## src/rtl/msdap_frame_rx_if.sv

```systemverilog
// Purpose: bundles the serial-side controls and the word-side valid/ready bus of msdap_frame_rx.
// Latency: n/a (wiring only).
// Backpressure: out_ready from the core stalls the FIFO head; InReady tells the sender there is room.
// Ports: Enable/Frame/Input (serial side), InReady, out_valid/out_data/out_ready (word side),
//        overflow/frame_error (sticky status). The slave modport is the receiver's view, master the environment's.
interface msdap_frame_rx_if #(
    parameter int CHANNELS = 2,
    parameter int WORD_W   = 16
);
    logic                         Enable;
    logic                         Frame;
    logic [CHANNELS-1:0]          Input;
    logic                         InReady;
    logic                         out_valid;
    logic [CHANNELS*WORD_W-1:0]   out_data;
    logic                         out_ready;
    logic                         overflow;
    logic                         frame_error;

    modport slave (
        input  Enable, Frame, Input, out_ready,
        output InReady, out_valid, out_data, overflow, frame_error
    );

    modport master (
        output Enable, Frame, Input, out_ready,
        input  InReady, out_valid, out_data, overflow, frame_error
    );
endinterface

```

## src/rtl/msdap_frame_rx.sv

```systemverilog
// Purpose: deserialises one WORD_W-bit word per channel per Frame pulse and queues complete frames.
// Latency: word visible on out_valid/out_data the cycle after its last serial bit is sampled.
// Backpressure: out_ready pops the head; a frame arriving with the FIFO full and no pop is dropped (overflow).
// Ports: Dclk (clock), Reset (sync, active high), bus (msdap_frame_rx_if.slave: Enable, Frame, Input,
//        InReady, out_valid, out_data, out_ready, overflow, frame_error).
module msdap_frame_rx #(
    parameter int CHANNELS   = 2,
    parameter int WORD_W     = 16,
    parameter int MSB_FIRST  = 1,
    parameter int FIFO_DEPTH = 4
) (
    input  logic              Dclk,
    input  logic              Reset,
    msdap_frame_rx_if.slave   bus
);
    localparam int BW = $clog2(WORD_W);
    localparam int DW = CHANNELS * WORD_W;
    localparam int AW = $clog2(FIFO_DEPTH);
    localparam int CW = AW + 1;
    localparam logic [BW-1:0] LAST_BIT = BW'(WORD_W - 1);
    localparam logic [CW-1:0] DEPTH_C  = CW'(FIFO_DEPTH);

    typedef enum logic {IDLE, SHIFT} state_t;

    state_t            state;
    logic [BW-1:0]     bitcnt;
    logic [WORD_W-1:0] shiftReg  [CHANNELS];
    logic [WORD_W-1:0] shiftNext [CHANNELS];
    logic [DW-1:0]     wordNext;
    logic              frameErrQ;

    logic [DW-1:0]     mem [FIFO_DEPTH];
    logic [AW-1:0]     wrPtr;
    logic [AW-1:0]     rdPtr;
    logic [CW-1:0]     count;
    logic [CW-1:0]     countNext;
    logic              overflowQ;
    logic              inReadyQ;

    logic inWord;
    logic sampleBit;
    logic earlyFrame;
    logic wordDone;
    logic fifoFull;
    logic popEn;
    logic pushEn;

    // Every sampled bit goes through the same shift; stale bits from an abandoned
    // word are pushed out before the next word completes, so no clear is needed.
    always_comb begin
        wordNext = '0;
        for (int c = 0; c < CHANNELS; c++) begin
            if (MSB_FIRST != 0) begin
                shiftNext[c] = {shiftReg[c][WORD_W-2:0], bus.Input[c]};
            end else begin
                shiftNext[c] = {bus.Input[c], shiftReg[c][WORD_W-1:1]};
            end
            wordNext[c*WORD_W +: WORD_W] = shiftNext[c];
        end
    end

    assign inWord     = (state == SHIFT);
    assign sampleBit  = bus.Enable & (bus.Frame | inWord);
    assign earlyFrame = bus.Enable & bus.Frame & inWord;
    assign wordDone   = bus.Enable & ~bus.Frame & inWord & (bitcnt == LAST_BIT);

    // Framing FSM: a Frame always restarts at bit 0, whether from IDLE or mid-word.
    always_ff @(posedge Dclk) begin
        if (Reset) begin
            state     <= IDLE;
            bitcnt    <= '0;
            frameErrQ <= 1'b0;
            for (int c = 0; c < CHANNELS; c++) begin
                shiftReg[c] <= '0;
            end
        end else begin
            if (sampleBit) begin
                for (int c = 0; c < CHANNELS; c++) begin
                    shiftReg[c] <= shiftNext[c];
                end
            end
            if (earlyFrame) begin
                frameErrQ <= 1'b1;
            end
            if (!bus.Enable) begin
                state  <= IDLE;
                bitcnt <= '0;
            end else if (bus.Frame) begin
                state  <= SHIFT;
                bitcnt <= BW'(1);
            end else if (inWord) begin
                if (wordDone) begin
                    state  <= IDLE;
                    bitcnt <= '0;
                end else begin
                    bitcnt <= bitcnt + BW'(1);
                end
            end
        end
    end

    // A pop in the same cycle frees the slot, so a push into a full FIFO survives.
    assign fifoFull  = (count == DEPTH_C);
    assign popEn     = (count != '0) & bus.out_ready;
    assign pushEn    = wordDone & (~fifoFull | popEn);
    assign countNext = count + CW'(pushEn) - CW'(popEn);

    always_ff @(posedge Dclk) begin
        if (Reset) begin
            wrPtr     <= '0;
            rdPtr     <= '0;
            count     <= '0;
            overflowQ <= 1'b0;
            inReadyQ  <= 1'b0;
        end else begin
            if (pushEn) begin
                wrPtr <= wrPtr + AW'(1);
            end
            if (popEn) begin
                rdPtr <= rdPtr + AW'(1);
            end
            count <= countNext;
            if (wordDone & fifoFull & ~popEn) begin
                overflowQ <= 1'b1;
            end
            inReadyQ <= bus.Enable & (countNext < DEPTH_C);
        end
    end

    always_ff @(posedge Dclk) begin
        if (pushEn) begin
            mem[wrPtr] <= wordNext;
        end
    end

    // Gating with out_valid keeps out_data at zero when empty, including right after reset.
    assign bus.out_valid   = (count != '0);
    assign bus.out_data    = bus.out_valid ? mem[rdPtr] : '0;
    assign bus.InReady     = inReadyQ;
    assign bus.overflow    = overflowQ;
    assign bus.frame_error = frameErrQ;
endmodule
```

## src/flat_wrapper.sv

```systemverilog
// flat-port wrapper written by rule: the top's interface ports become plain ports
module msdap_frame_rx_flat 
#(
    parameter int CHANNELS   = 2,
    parameter int WORD_W     = 16,
    parameter int MSB_FIRST  = 1,
    parameter int FIFO_DEPTH = 4
)
  (Dclk, Reset, bus_Enable, bus_Frame, bus_Input, bus_out_ready, bus_InReady, bus_out_valid, bus_out_data, bus_overflow, bus_frame_error);
  msdap_frame_rx_if #(.CHANNELS(CHANNELS), .WORD_W(WORD_W)) bus_i ();
  input  logic Dclk;
  input  logic Reset;
  input wire logic [$bits(bus_i.Enable)-1:0] bus_Enable;
  input wire logic [$bits(bus_i.Frame)-1:0] bus_Frame;
  input wire logic [$bits(bus_i.Input)-1:0] bus_Input;
  input wire logic [$bits(bus_i.out_ready)-1:0] bus_out_ready;
  output wire logic [$bits(bus_i.InReady)-1:0] bus_InReady;
  output wire logic [$bits(bus_i.out_valid)-1:0] bus_out_valid;
  output wire logic [$bits(bus_i.out_data)-1:0] bus_out_data;
  output wire logic [$bits(bus_i.overflow)-1:0] bus_overflow;
  output wire logic [$bits(bus_i.frame_error)-1:0] bus_frame_error;
  assign bus_i.Enable = bus_Enable;
  assign bus_i.Frame = bus_Frame;
  assign bus_i.Input = bus_Input;
  assign bus_i.out_ready = bus_out_ready;
  assign bus_InReady = bus_i.InReady;
  assign bus_out_valid = bus_i.out_valid;
  assign bus_out_data = bus_i.out_data;
  assign bus_overflow = bus_i.overflow;
  assign bus_frame_error = bus_i.frame_error;
  msdap_frame_rx #(.CHANNELS(CHANNELS), .WORD_W(WORD_W), .MSB_FIRST(MSB_FIRST), .FIFO_DEPTH(FIFO_DEPTH)) u_core (.Dclk(Dclk), .Reset(Reset), .bus(bus_i));
endmodule
```

## config.mk

```make
export PLATFORM = sky130hd
export DESIGN_NAME = msdap_frame_rx_flat
export DESIGN_NICKNAME = d
export VERILOG_FILES = /design/src/rtl/msdap_frame_rx_if.sv /design/src/rtl/msdap_frame_rx.sv /design/src/flat_wrapper.sv
export SDC_FILE = /design/constraint.sdc
export NUM_CORES = 1
export LEC_CHECK = 0
export ABC_AREA = 0
export CAP_MARGIN = 20
export CORE_ASPECT_RATIO = 2
export CORE_MARGIN = 10
export CORE_UTILIZATION = 53
export CTS_CLUSTER_DIAMETER = 120
export DETAILED_ROUTE_END_ITERATION = 12
export PLACE_DENSITY = 0.75
export SYNTH_ARGS = -nofsm -noshare
export SYNTH_HDL_FRONTEND = slang
export SYNTH_SLANG_ARGS = --single-unit
```

## constraint.sdc

```tcl
create_clock -name Dclk -period 2.3 [get_ports Dclk]
set_clock_uncertainty 0.2 [all_clocks]
set_input_delay 0.46 -clock Dclk [delete_from_list [all_inputs] [get_ports Dclk]]
set_output_delay 0.46 -clock Dclk [all_outputs]
set_load 0.05 [all_outputs]
```

==> flow_summary.ini <==
[status]
status = complete, but fails checks
violations = negative setup slack

[drt]
drtAntennaViolNets = 0
dr.pass1.iters = 4
vias_per_cell = 5.61
vias = 3327
drt-wirelength-per-cell_um = 21.0
wl_um = 12400
first_iter_violations = 233
drt_drc_violations_left = 0

[logic_synthesis]
ys_types = 31
syn-cell-area_um2 = 6730
synthTopCellsByArea = edfxtp_1 70%, mux4_2 11%, dfxtp_1 5.1%
synth_nets = 364
synth_top_area_cell = edfxtp_1
netlist_instances = 350
ys_seq_elements = 175
yosysSeqAreaShare_pct = 75.5
yosysTopAreaCellShare_pct = 70.5
syn_area_per_cell_um2 = 19.2
synth_warnings = 0

[critical_path]
critPathKind = flip-flop to output pin
startpoint_type = flip-flop
cp_slowest_cell = mux4_2
cp_data_arrival_time_ns = 1.83
cpMostUsedCell = buf_12
path_buf_inv = 2
crit_fanout = 15
cp.required_ns = 1.64
crit_path_end_kind = output pin
crit_family = multiplexers
path_cells = buf_12 -> mux4_2 -> nor2b_2 -> buf_12
slowest_delay_ns = 0.53

[cts]
clockRootBuffer = clkbuf_16
cts_max_level = 4
cts_buffers = 17
cts_num_sinks = 175
clockBufferDepth = 2
cts_tree = done
clkTransAtPathRegs_ns = 0.06
worstSkewPairLatency_ns = 0.41

[run]
max_cap_violations = 0

[sta]
tightest_slew_ns = 0.511
setup_viol = 32
fin_hold_ws_ns = 0.316
finalMaxSlewViolations = 0
layout_min_cycle_time_ns = 2.49
final_min_period_over_clock_period_pct = 108
tns_ns = -5.27
hold_violations = 0
fmax_mhz = 401
fin_ws_ns = -0.194
rsz0062_at_grt = yes
worst_slew_margin_rel_pct = 65.9

[grt]
grt_max_degree = 33
grt_pass1_vias = 3632
grt_usage_pct = 14.6
antenna_found_initial = 0
grt_pass1_wl_um = 19900
gr-total-overflow = 0

[pwr]
p_total_mw = 10.5
ir_drop_uv = 839
power_leakage_nw = 3.08
power.density_nw_per_um2 = 1180

[worst_hold_path]
min_path_type = flip-flop to flip-flop

[place]
placed_area_um2 = 8040
gp_congestion = 0.747
io_buffer_count = 42
place_ws_ns = -0.489
dpl.cell_count = 555
dp_hpwl_um = 7730

[floorplan]
die_x_um = 99.7
dieArea_um2 = 17900
fp-row-count = 58
coreArea_um2 = 12500
dieHeight_um = 179
start_util_pct = 53.9
io_pins = 43

[final_layout]
fin_cells = 593
diodes = 0
drive_gt1_share_pct = 40.4
final_common_cell = edfxtp_1
nets = 444
fin_area_um2 = 8850
final_cell_mix = 158 x edfxtp_1, 45 x buf_12, 32 x mux4_2
area_growth_pct = 31.5
post-route-util_pct = 70.9
==> cell usage after synthesis, drive strengths merged <==
master / instances
a21oi: 1
a31oi: 2
and2: 34
buf: 8
clkbuf: 7
dfxtp: 17
edfxtp: 158
fa: 1
ha: 6
inv: 5
mux2: 1
mux2i: 3
mux4: 32
nand2: 1
nand2b: 6
nand4: 1
nand4b: 1
nor2: 14
nor2b: 35
nor3: 3
nor3b: 1
o21ai: 3
o21ba: 1
o311ai: 1
o31ai: 1
or4b: 1
xnor2: 2
xor2: 4
==> power breakdown <==
part | switching [mW] | internal [mW] | leakage (nW)
registers | 0.0806 | 3.56 | 1.63
clock network | 1.18 | 1.62 | 0.273
logic | 2.08 | 1.95 | 1.18
total | 3.34 | 7.12 | 3.08
==> per-layer routing <==
metal | global-route usage [%] | up-vias | share of wire, %
met1 | 14.8 | 1745 | 36
met4 | 5.52 | 0 | 1.5
li1 | - | 1504 | -
met2 | 27.4 | 65 | 59
met5 | 0 | - | 0
met3 | 3.99 | 13 | 4.1
==> sequential cells by signal, indices dropped and copies added (netlist names), named ones only <==
register and cells:
u_core.shiftReg 30, u_core.bitcnt 4, u_core.bus.InReady 1, u_core.inWord 1, u_core.rdPtr 2, u_core.mem 128, u_core.bus.frame_error 1, u_core.count 3
u_core.bus.overflow 1, u_core.wrPtr 2
==> timing repair <==
action,4_1_cts,5_1_grt
pin swaps,5,7
hold buffers,0,0
gates resized for setup,25,18
endpoints found under the setup margin,36,36
gates cloned,1,1
buffers inserted,1,3
==> worst paths after layout <==
kind | startpoint | end | slack, ns | depth (start not counted)
setup / recovery | flip-flop | bus_out_data[3] | -0.19 | 4
hold / removal | u_core.shiftReg[0][30] | u_core.mem[2][31] | 0.32 | 0
hold reg to reg | u_core.shiftReg[0][30] | u_core.mem[2][31] | 0.32 | 0
setup reg to reg | u_core.count[1] | u_core.count[2] | 0.07 | 8
==> layout make-up <==
type | count | area (um2)
Fill cell | 755 | 3630
Inverter | 5 | 18.8
Clock inverter | 14 | 158
Multi-Input combinational cell | 155 | 1780
Clock buffer | 18 | 429
Tap cell | 150 | 188
Timing Repair Buffer | 76 | 1180
Sequential cell | 175 | 5090
==> kinds of logic (layout without fill, tap and decap cells) <==
group	Yosys count	after routing	share of synthesized area, %
AOI/OAI and AO/OA	9	9	0.873
xor gates and xnor gates	6	6	0.781
adders and majority gates	7	7	1.41
buffers and inverters	20	113	1.28
DFF	175	175	75.5
muxes	36	36	11.4
and+or+nand+nor	97	97	8.75
==> worst reg2reg max path, stage by stage, from the launching register on <==
cell and delay [ns]:
dfxtp_1 0.33, buf_4 0.17, o31ai_1 0.38, buf_4 0.19, nor2_1 0.05, fa_2 0.37
xnor2_2 0.19, xnor2_2 0.15, nor2b_1 0.15
Power figures use the tool's default switching activity.
